===== src/rtl/draw_sched.sv =====
// Draw job scheduler: sequences an optional screen fill and then a Reuleaux draw.
// It latches the job parameters and muxes the active engine's pixel stream onto the
// VGA port, with clipping to the 160x120 window. It also keeps busy and clip counters.
module draw_sched (
    input  logic        clk,
    input  logic        rst,
    input  logic        start,
    output logic        done,
    input  logic        clear_en,
    input  logic [2:0]  colour,
    input  logic [7:0]  centre_x,
    input  logic [6:0]  centre_y,
    input  logic [7:0]  diameter,
    output logic [2:0]  r_colour,
    output logic [7:0]  r_centre_x,
    output logic [6:0]  r_centre_y,
    output logic [7:0]  r_diameter,
    output logic        fill_start,
    input  logic        fill_done,
    input  logic [7:0]  fill_x,
    input  logic [6:0]  fill_y,
    input  logic [2:0]  fill_colour,
    input  logic        fill_plot,
    output logic        reul_start,
    input  logic        reul_done,
    input  logic [7:0]  reul_x,
    input  logic [6:0]  reul_y,
    input  logic [2:0]  reul_colour,
    input  logic        reul_plot,
    output logic [7:0]  vga_x,
    output logic [6:0]  vga_y,
    output logic [2:0]  vga_colour,
    output logic        vga_plot,
    output logic [15:0] busy_cycles,
    output logic [15:0] clip_count
);

    typedef enum logic [2:0] {
        StIdle,
        StFill,
        StFillAck,
        StDraw,
        StDrawAck,
        StDone
    } state_e;

    state_e      state_q, state_d;
    logic        accept;
    logic        sel_plot;
    logic        clip;
    logic [15:0] busy_q;
    logic [15:0] clip_q;

    // State register.
    always_ff @(posedge clk) begin
        if (rst) begin
            state_q <= StIdle;
        end else begin
            state_q <= state_d;
        end
    end

    // Next-state logic and Moore handshake outputs; one state per edge even if done is
    // already high on entry.
    always_comb begin
        state_d    = state_q;
        accept     = 1'b0;
        fill_start = 1'b0;
        reul_start = 1'b0;
        done       = 1'b0;
        unique case (state_q)
            StIdle: begin
                if (start) begin
                    accept  = 1'b1;
                    state_d = clear_en ? StFill : StDraw;
                end
            end
            StFill: begin
                fill_start = 1'b1;
                if (fill_done) state_d = StFillAck;
            end
            StFillAck: begin
                if (!fill_done) state_d = StDraw;
            end
            StDraw: begin
                reul_start = 1'b1;
                if (reul_done) state_d = StDrawAck;
            end
            StDrawAck: begin
                if (!reul_done) state_d = StDone;
            end
            StDone: begin
                done = 1'b1;
                if (!start) state_d = StIdle;
            end
            default: state_d = StIdle;
        endcase
    end

    // Job parameters are captured only when a start is accepted.
    always_ff @(posedge clk) begin
        if (rst) begin
            r_colour   <= '0;
            r_centre_x <= '0;
            r_centre_y <= '0;
            r_diameter <= '0;
        end else if (accept) begin
            r_colour   <= colour;
            r_centre_x <= centre_x;
            r_centre_y <= centre_y;
            r_diameter <= diameter;
        end
    end

    // Zero-latency pixel mux; off-screen plots are suppressed and flagged for counting.
    always_comb begin
        vga_x      = '0;
        vga_y      = '0;
        vga_colour = '0;
        sel_plot   = 1'b0;
        if (state_q == StFill) begin
            vga_x      = fill_x;
            vga_y      = fill_y;
            vga_colour = fill_colour;
            sel_plot   = fill_plot;
        end else if (state_q == StDraw) begin
            vga_x      = reul_x;
            vga_y      = reul_y;
            vga_colour = reul_colour;
            sel_plot   = reul_plot;
        end
        clip     = sel_plot && ((vga_x > 8'd159) || (vga_y > 7'd119));
        vga_plot = sel_plot && !clip;
    end

    // Saturating job counters; cleared when a job is accepted, frozen in IDLE and DONE.
    always_ff @(posedge clk) begin
        if (rst || accept) begin
            busy_q <= '0;
            clip_q <= '0;
        end else begin
            if (state_q != StIdle && state_q != StDone && busy_q != 16'hFFFF) begin
                busy_q <= busy_q + 16'd1;
            end
            if (clip && clip_q != 16'hFFFF) begin
                clip_q <= clip_q + 16'd1;
            end
        end
    end

    assign busy_cycles = busy_q;
    assign clip_count  = clip_q;

endmodule


===== config.mk =====
export PLATFORM = sky130hd
export DESIGN_NAME = draw_sched
export DESIGN_NICKNAME = d
export VERILOG_FILES = /design/src/rtl/draw_sched.sv
export SDC_FILE = /design/constraint.sdc
export NUM_CORES = 1
export LEC_CHECK = 0
export CAP_MARGIN = 20
export CORE_UTILIZATION = 43
export DETAILED_ROUTE_END_ITERATION = 12
export PLACE_DENSITY = 0.88
export SYNTH_ARGS = -nofsm -noshare
export SYNTH_HDL_FRONTEND = slang
export SYNTH_SLANG_ARGS = --single-unit

===== constraint.sdc =====
create_clock -name clk -period 3.41 [get_ports clk]
set_input_delay 0.5115 -clock clk [delete_from_list [all_inputs] [get_ports clk]]
set_output_delay 0.5115 -clock clk [all_outputs]
set_load 0.005 [all_outputs]

==> out/results.ini, run 1 <==
[die]
design.die.area_sq_um=7660
die_h_um=87.5
ios=150
fp.coreArea_sq_um=6940
fp-row-count=30
die_w_um=87.5
start_util=0.453

[pwr]
p_leak_uw=0.00164
combPwrFrac=0.407
finalPower_uw=2620
clock_power_share=0.257
swShare=0.338
p_seq_frac=0.336
power.density_nw_per_um2=534
peakVddDrop_mv=0.372
internal_power_uw=1740
switching_power_uw=886

[yosys]
avgSynthCellArea_sq_um=7.98
synth_edf_count=0
synthTopCellsByCount=77 x nand2_1, 61 x dfxtp_1, 46 x a21oi_1
synthArstFlopShare=0
yosys_warnings=0
synth_most_common_cell=nand2_1
synthesis.nets=466
ys_seq_area_frac=0.388
yosys.area.top_type=dfxtp_1
ys_types=48
synth_ff_type=dfxtp_1
yosys-top-cells-area=dfxtp_1 39%, nand2_1 9.2%, mux2i_1 7.6%, a21oi_1 7.3%, nor2_1 4.9%
yosys.area.top_type_share=0.388
synth_area_sq_um=3140
syn_inst=394
synth-seq-cells=61

[timing]
fmax_mhz=357
finalCritPeriodShare=0.821
rsz0062_at_grt=no
relSlewSlack=0.562
fin_tns_setup_ns=0
skew_ns=0.00955
fin_crit_ns=2.80
slew_viol_final=0
finalSetupViolCount=0
worst_slew_pin_slew_ns=0.657
hold_viol_final=0

[critical_path]
cp.required_ns=2.90
reg2reg_from=state_q[1]
crit_start=state_q[1]
worstSetupStartpointType=flip-flop
arrival_ns=2.29
timing_worst_setup_path_type=flip-flop to output pin
critPathCapture=vga_plot
cp_max_fo=13
r2r_end=clip_count[3]
reg2reg_slack_ns=1.00
crit_path_end_kind=output pin
worstRegToRegCells=6

[clock_tree]
clk_pin_slew_worst_paths_ns=0.06
tritoncts=yes
clockBufferDepth=2
cts_hold_buf=0
clock_latency_ns=0.33
cts_setup_buffers=0
postCtsResizedCells=0
cts_sinks=61
cts-root-buf=clkbuf_8
cts_buffers=9
ctsHtreeMaxLevel=3

[cells_and_area]
drive_gt1_frac=0.0681
fillCellCount=539
area_delta_synth_final_pct=56.1
multi_input_area_sq_um=1780
antennaDiodeCount=0
nNetsFinal=610
regArea_sq_um=1220

[route]
drc=0
drt_pass1_iterations=4
routed_via_density=5.38
wl_met2_mm=4.39
top_layer=met4
dr_wl_met3_um=879
vias=3438
ant_nets=0
wl_per_cell_um=14.1
drt-total-wl_mm=9.03
drt-met1-wl_mm=3.60
drtIter0Drc=169

[placed_design]
place.gp.congestion=0.869
dp_hpwl_mm=6.72
port-buffer-count=149

[global_route]
grt_max_degree=31
gr-total-overflow=0
grt_use_total=0.234
grt_pass1_wl_mm=14.2
grt_pass1_vias=3181
grt_antenna_before_repair=0

[min_path]
min_path_type=flip-flop to flip-flop

[job]
maxCapViolCount=0

[run_status]
status=completed

[worst max-delay path, cell delays in order, from the launching register on]
cell and delay [ns]:
dfxtp_1 0.61, buf_4 0.33, mux2i_1 0.14, nor2_2 0.22
and2_1 0.16, clkdlybuf4s50_1 0.49
[cells in the final DEF (no fill, tap or decap), types with 3 or more instances in the layout]
| cell | netlist | layout |
|---|---|---|
| and3_1 | 3 | 3 |
| nor3_1 | 5 | 5 |
| nor4_1 | 4 | 4 |
| o31ai_1 | 9 | 9 |
| o211ai_1 | 3 | 3 |
| or3_1 | 4 | 4 |
| or2_2 | 4 | 4 |
| o21ai_1 | 3 | 3 |
| o21ai_0 | 7 | 7 |
| mux2i_1 | 24 | 24 |
| inv_1 | 3 | 3 |
| xnor2_1 | 11 | 11 |
| or4_1 | 8 | 8 |
| a2111oi_0 | 3 | 3 |
| dfxtp_1 | 61 | 61 |
| nand2_1 | 77 | 77 |
| a21oi_1 | 46 | 46 |
| nand4_1 | 9 | 9 |
| nand3_1 | 9 | 9 |
| a211oi_1 | 5 | 5 |
| buf_4 | 3 | 9 |
| clkbuf_8 | 0 | 12 |
| and4_1 | 3 | 3 |
| clkdlybuf4s50_1 | 0 | 149 |
| nor2_1 | 41 | 41 |
[cell families (layout without fill, tap and decap cells)]
group,Yosys count,in the layout,share of synthesized area
XOR/XNOR,12,12,0.0334
adder cells (fa/ha/maj),2,2,0.00796
buffers and inverters,28,177,0.0470
AND/OR/NAND/NOR,179,179,0.273
flip-flops,61,61,0.388
AO/OA/AOI/OAI,88,88,0.174
multiplexers,24,24,0.0764
[through the flow]
step           instances  utilization  setup slack (ns)  hold slack, ns  cell area (sq um)
3_3_place_gp         623        0.676             0.778           0.441               4700
6_report             639        0.707             0.610           0.455               4910
5_1_grt              639        0.707             0.448           0.474               4910
4_1_cts              639        0.707             0.588           0.457               4910
3_5_place_dp         623        0.676             0.758           0.448               4700
2_1_floorplan        394            -              1.32           0.453               3140
[flip-flops by register name, indices dropped and copies added, names as in the netlist]
name / count
r_centre_y: 7
r_diameter: 8
state_q: 3
r_centre_x: 8
r_colour: 3
busy_cycles: 16
clip_count: 16
[layout make-up]
| class | instances | share of cell area |
|---|---|---|
| clock inverter | 3 | 0.00867 |
| sequential | 61 | 0.249 |
| inverter | 3 | 0.00229 |
| timing repair buffer | 158 | 0.318 |
| multi-input combinational | 305 | 0.364 |
| clock buffer | 13 | 0.0344 |
| tap | 96 | 0.0245 |
[power by group through the flow]
stage	sequential (uW)	clock (uW)	combinational, uW
after floorplan	859	0	638
after global placement	893	0	1050
after detailed placement	899	0	1070
after CTS	883	683	1070
after global routing	894	721	1160
final	882	674	1070
[how the worst min path moves through the flow]
stage                              from            end  slack (ns)  depth (start not counted)
final                     r_centre_x[0]  r_centre_x[0]        0.46                          2
after global routing      r_centre_y[4]  r_centre_y[4]        0.47                          2
after CTS                 r_centre_y[4]  r_centre_y[4]        0.46                          2
after detailed placement  r_centre_x[6]  r_centre_x[6]        0.45                          2
after global placement      r_colour[2]    r_colour[2]        0.44                          2
after floorplan           r_centre_x[0]  r_centre_x[0]        0.45                          2
[layer usage]
metal / vias to the layer above / track usage
met3: 15 / 0.0929
met4: 0 / 0.0835
met5: - / 0
met2: 139 / 0.395
li1: 1690 / -
met1: 1594 / 0.269
Note: power is estimated with default switching activity, not from simulation.
==> inputs of run 2 (changes only) <==
--- a/config.mk
+++ b/config.mk
@@ -6,9 +6,9 @@
 export NUM_CORES = 1
 export LEC_CHECK = 0
 export CAP_MARGIN = 20
-export CORE_UTILIZATION = 43
+export CORE_UTILIZATION = 41
 export DETAILED_ROUTE_END_ITERATION = 12
-export PLACE_DENSITY = 0.88
+export PLACE_DENSITY = 0.84
 export SYNTH_ARGS = -nofsm -noshare
 export SYNTH_HDL_FRONTEND = slang
 export SYNTH_SLANG_ARGS = --single-unit
==> constraint.sdc (replaced) <==
create_clock -name clk -period 2.8 [get_ports clk]
set_input_delay 0.42 -clock clk [delete_from_list [all_inputs] [get_ports clk]]
set_output_delay 0.42 -clock clk [all_outputs]
set_load 0.005 [all_outputs]
==> run 2 against run 1 <==
Net effect:
- clock-buffer cell count fell by 1
- critical path depth stayed put
- power up 26%
- cell count rose by 0.94%
- core utilization down 3.1 points
- hold slack got worse by 0.00055 ns
- routed wire length up 4.7%
- clock skew is 0.0023 ns lower
- first-iteration DRC count fell by 39%
- critical path type unchanged
- register-to-register slack worse by 0.52 ns
==> out/results.ini, run 2 (synthesis results as in run 1) <==
[placed_design]
dp_hpwl_mm=6.88  ; +2.3%
place.gp.congestion=0.881  ; +1.4%
dp_worst_setup_slack_ns=0.256  ; -0.502 ns
port-buffer-count=149  ; unchanged

[route]
drt_pass1_iterations=4  ; unchanged
drt-total-wl_mm=9.45  ; +4.7%
drc=0  ; unchanged
routed_via_density=5.30  ; -1.6%
wl_per_cell_um=14.7  ; +3.7%
drtIter0Drc=103  ; -39%
vias=3416  ; -0.64%
ant_nets=0  ; unchanged

[die]
start_util=0.429  ; -0.0239
fp-row-count=31  ; +3.3%
die_h_um=89.6  ; +2.4%
design.die.area_sq_um=8020  ; +4.8%
die_w_um=89.6  ; +2.4%
ios=150  ; unchanged
fp.coreArea_sq_um=7330  ; +5.6%

[timing]
slew_viol_final=0  ; unchanged
relSlewSlack=0.581  ; +0.0189
finalSetupViolCount=0  ; unchanged
worst_slew_pin_slew_ns=0.613  ; -0.0441 ns
rsz0062_at_grt=no
fin_tns_setup_ns=0  ; unchanged
hold_viol_final=0  ; unchanged
finalCritPeriodShare=0.924
fmax_mhz=387
finalWorstSetupSlack_ns=0.214  ; -0.396 ns
fin_crit_ns=2.59
skew_ns=0.00728  ; -0.00227 ns

[global_route]
grt_pass1_vias=3242  ; +1.9%
grt_antenna_before_repair=0  ; unchanged
grt_pass1_wl_mm=14.2  ; +0.24%
gr-total-overflow=0  ; unchanged
grt_max_degree=31  ; unchanged
grt_use_total=0.229  ; -0.00488

[cells_and_area]
mostFrequentLayoutCells=149 x clkdlybuf4s50_1, 77 x nand2_1, 59 x dfxtp_1, 46 x a21oi_1, 41 x nor2_1
drive_gt1_frac=0.0769  ; +0.00878
regArea_sq_um=1220  ; +0.20%
final_common_cell=clkdlybuf4s50_1
antennaDiodeCount=0  ; unchanged
area_delta_synth_final_pct=57.5
fillCellCount=568  ; +5.4%
multi_input_area_sq_um=1790  ; +0.49%
nNetsFinal=613  ; +0.49%

[job]
maxCapViolCount=0  ; unchanged

[critical_path]
path_cells=mux2i_1 -> a211oi_2 -> a41oi_2 -> and2_1 -> clkdlybuf4s50_1
arrival_ns=2.17  ; -0.12 ns
crit_path_max_incr_delay_ns=0.49  ; -0.12 ns
cp_max_fo=9  ; -4
timing_worst_setup_path_type=flip-flop to output pin
crit_slowest_cell=clkdlybuf4s50_1
cp.required_ns=2.38  ; -0.52 ns
reg2reg_slack_ns=0.48  ; -0.52 ns
crit_path_end_kind=output pin
worstSetupStartpointType=flip-flop

[clock_tree]
ctsHtreeMaxLevel=3  ; unchanged
cts_sinks=61  ; unchanged
cts_hold_buf=0  ; unchanged
clk_pin_slew_worst_paths_ns=0.07  ; about the same
clock_latency_ns=0.34  ; about the same
cts-root-buf=clkbuf_8
clockBufferDepth=2  ; unchanged
tritoncts=yes
cts_buffers=9  ; unchanged

[min_path]
min_path_type=flip-flop to flip-flop

[run_status]
status=completed

[pwr]
power.density_nw_per_um2=668  ; +25%
p_leak_uw=0.00166  ; +1.5%
peakVddDrop_mv=0.596  ; +60%

run 2: cell type report:
class | count | share of cell area
clock buffer | 12 | 0.0313
clock inverter | 4 | 0.0142
inverter | 3 | 0.00227
multi-input combinational | 306 | 0.362
sequential | 61 | 0.247
tap | 99 | 0.0250
timing repair buffer | 160 | 0.318
run 2: per-layer routing:
layer,track usage,part of all wire,vias to the layer above
met1,0.266,0.41,1589
met5,0,0,-
met3,0.0896,0.077,18
li1,-,-,1694
met2,0.379,0.49,115
met4,0.0952,0.024,0
run 2: what timing repair did:
| action | CTS | global route |
|---|---|---|
| setup buffers | 0 | 0 |
| gates resized for setup | 0 | 1 |
| endpoints found under the setup margin | 0 | 1 |
run 2: path summary, 6_finish.rpt:
| kind | start | cells past startpoint | end |
|---|---|---|---|
| worst max-delay path | state_q[1] | 5 | vga_plot |
| worst min-delay path | r_centre_x[0] | 2 | r_centre_x[0] |
| worst max register to register | clip_count[0] | 6 | clip_count[5] |
| worst min register to register | r_centre_x[0] | 2 | r_centre_x[0] |
run 2: through the flow:
step	hold WS [ns]	std cells	instance area, sq um	total power, uW	utilization
floorplan	0.453	394	3140	1820	-
global placement	0.440	628	4720	2390	0.643
detailed placement	0.447	628	4720	2420	0.643
CTS	0.457	644	4940	3300	0.674
global route	0.465	645	4950	3500	0.675
finish	0.454	645	4950	3310	0.675
run 2: worst max-delay path, delay by kind of cell (launching register included):
family	cells	cell delay [ns]
buf+inv	1	0.49
flops	1	0.47
simple gates	1	0.18
mux	1	0.32
compound gates	2	0.36
run 2: where the power goes:
group | internal (uW) | switching (uW)
clock network | 547 | 343
registers | 967 | 91.4
logic | 680 | 682
total | 2190 | 1120
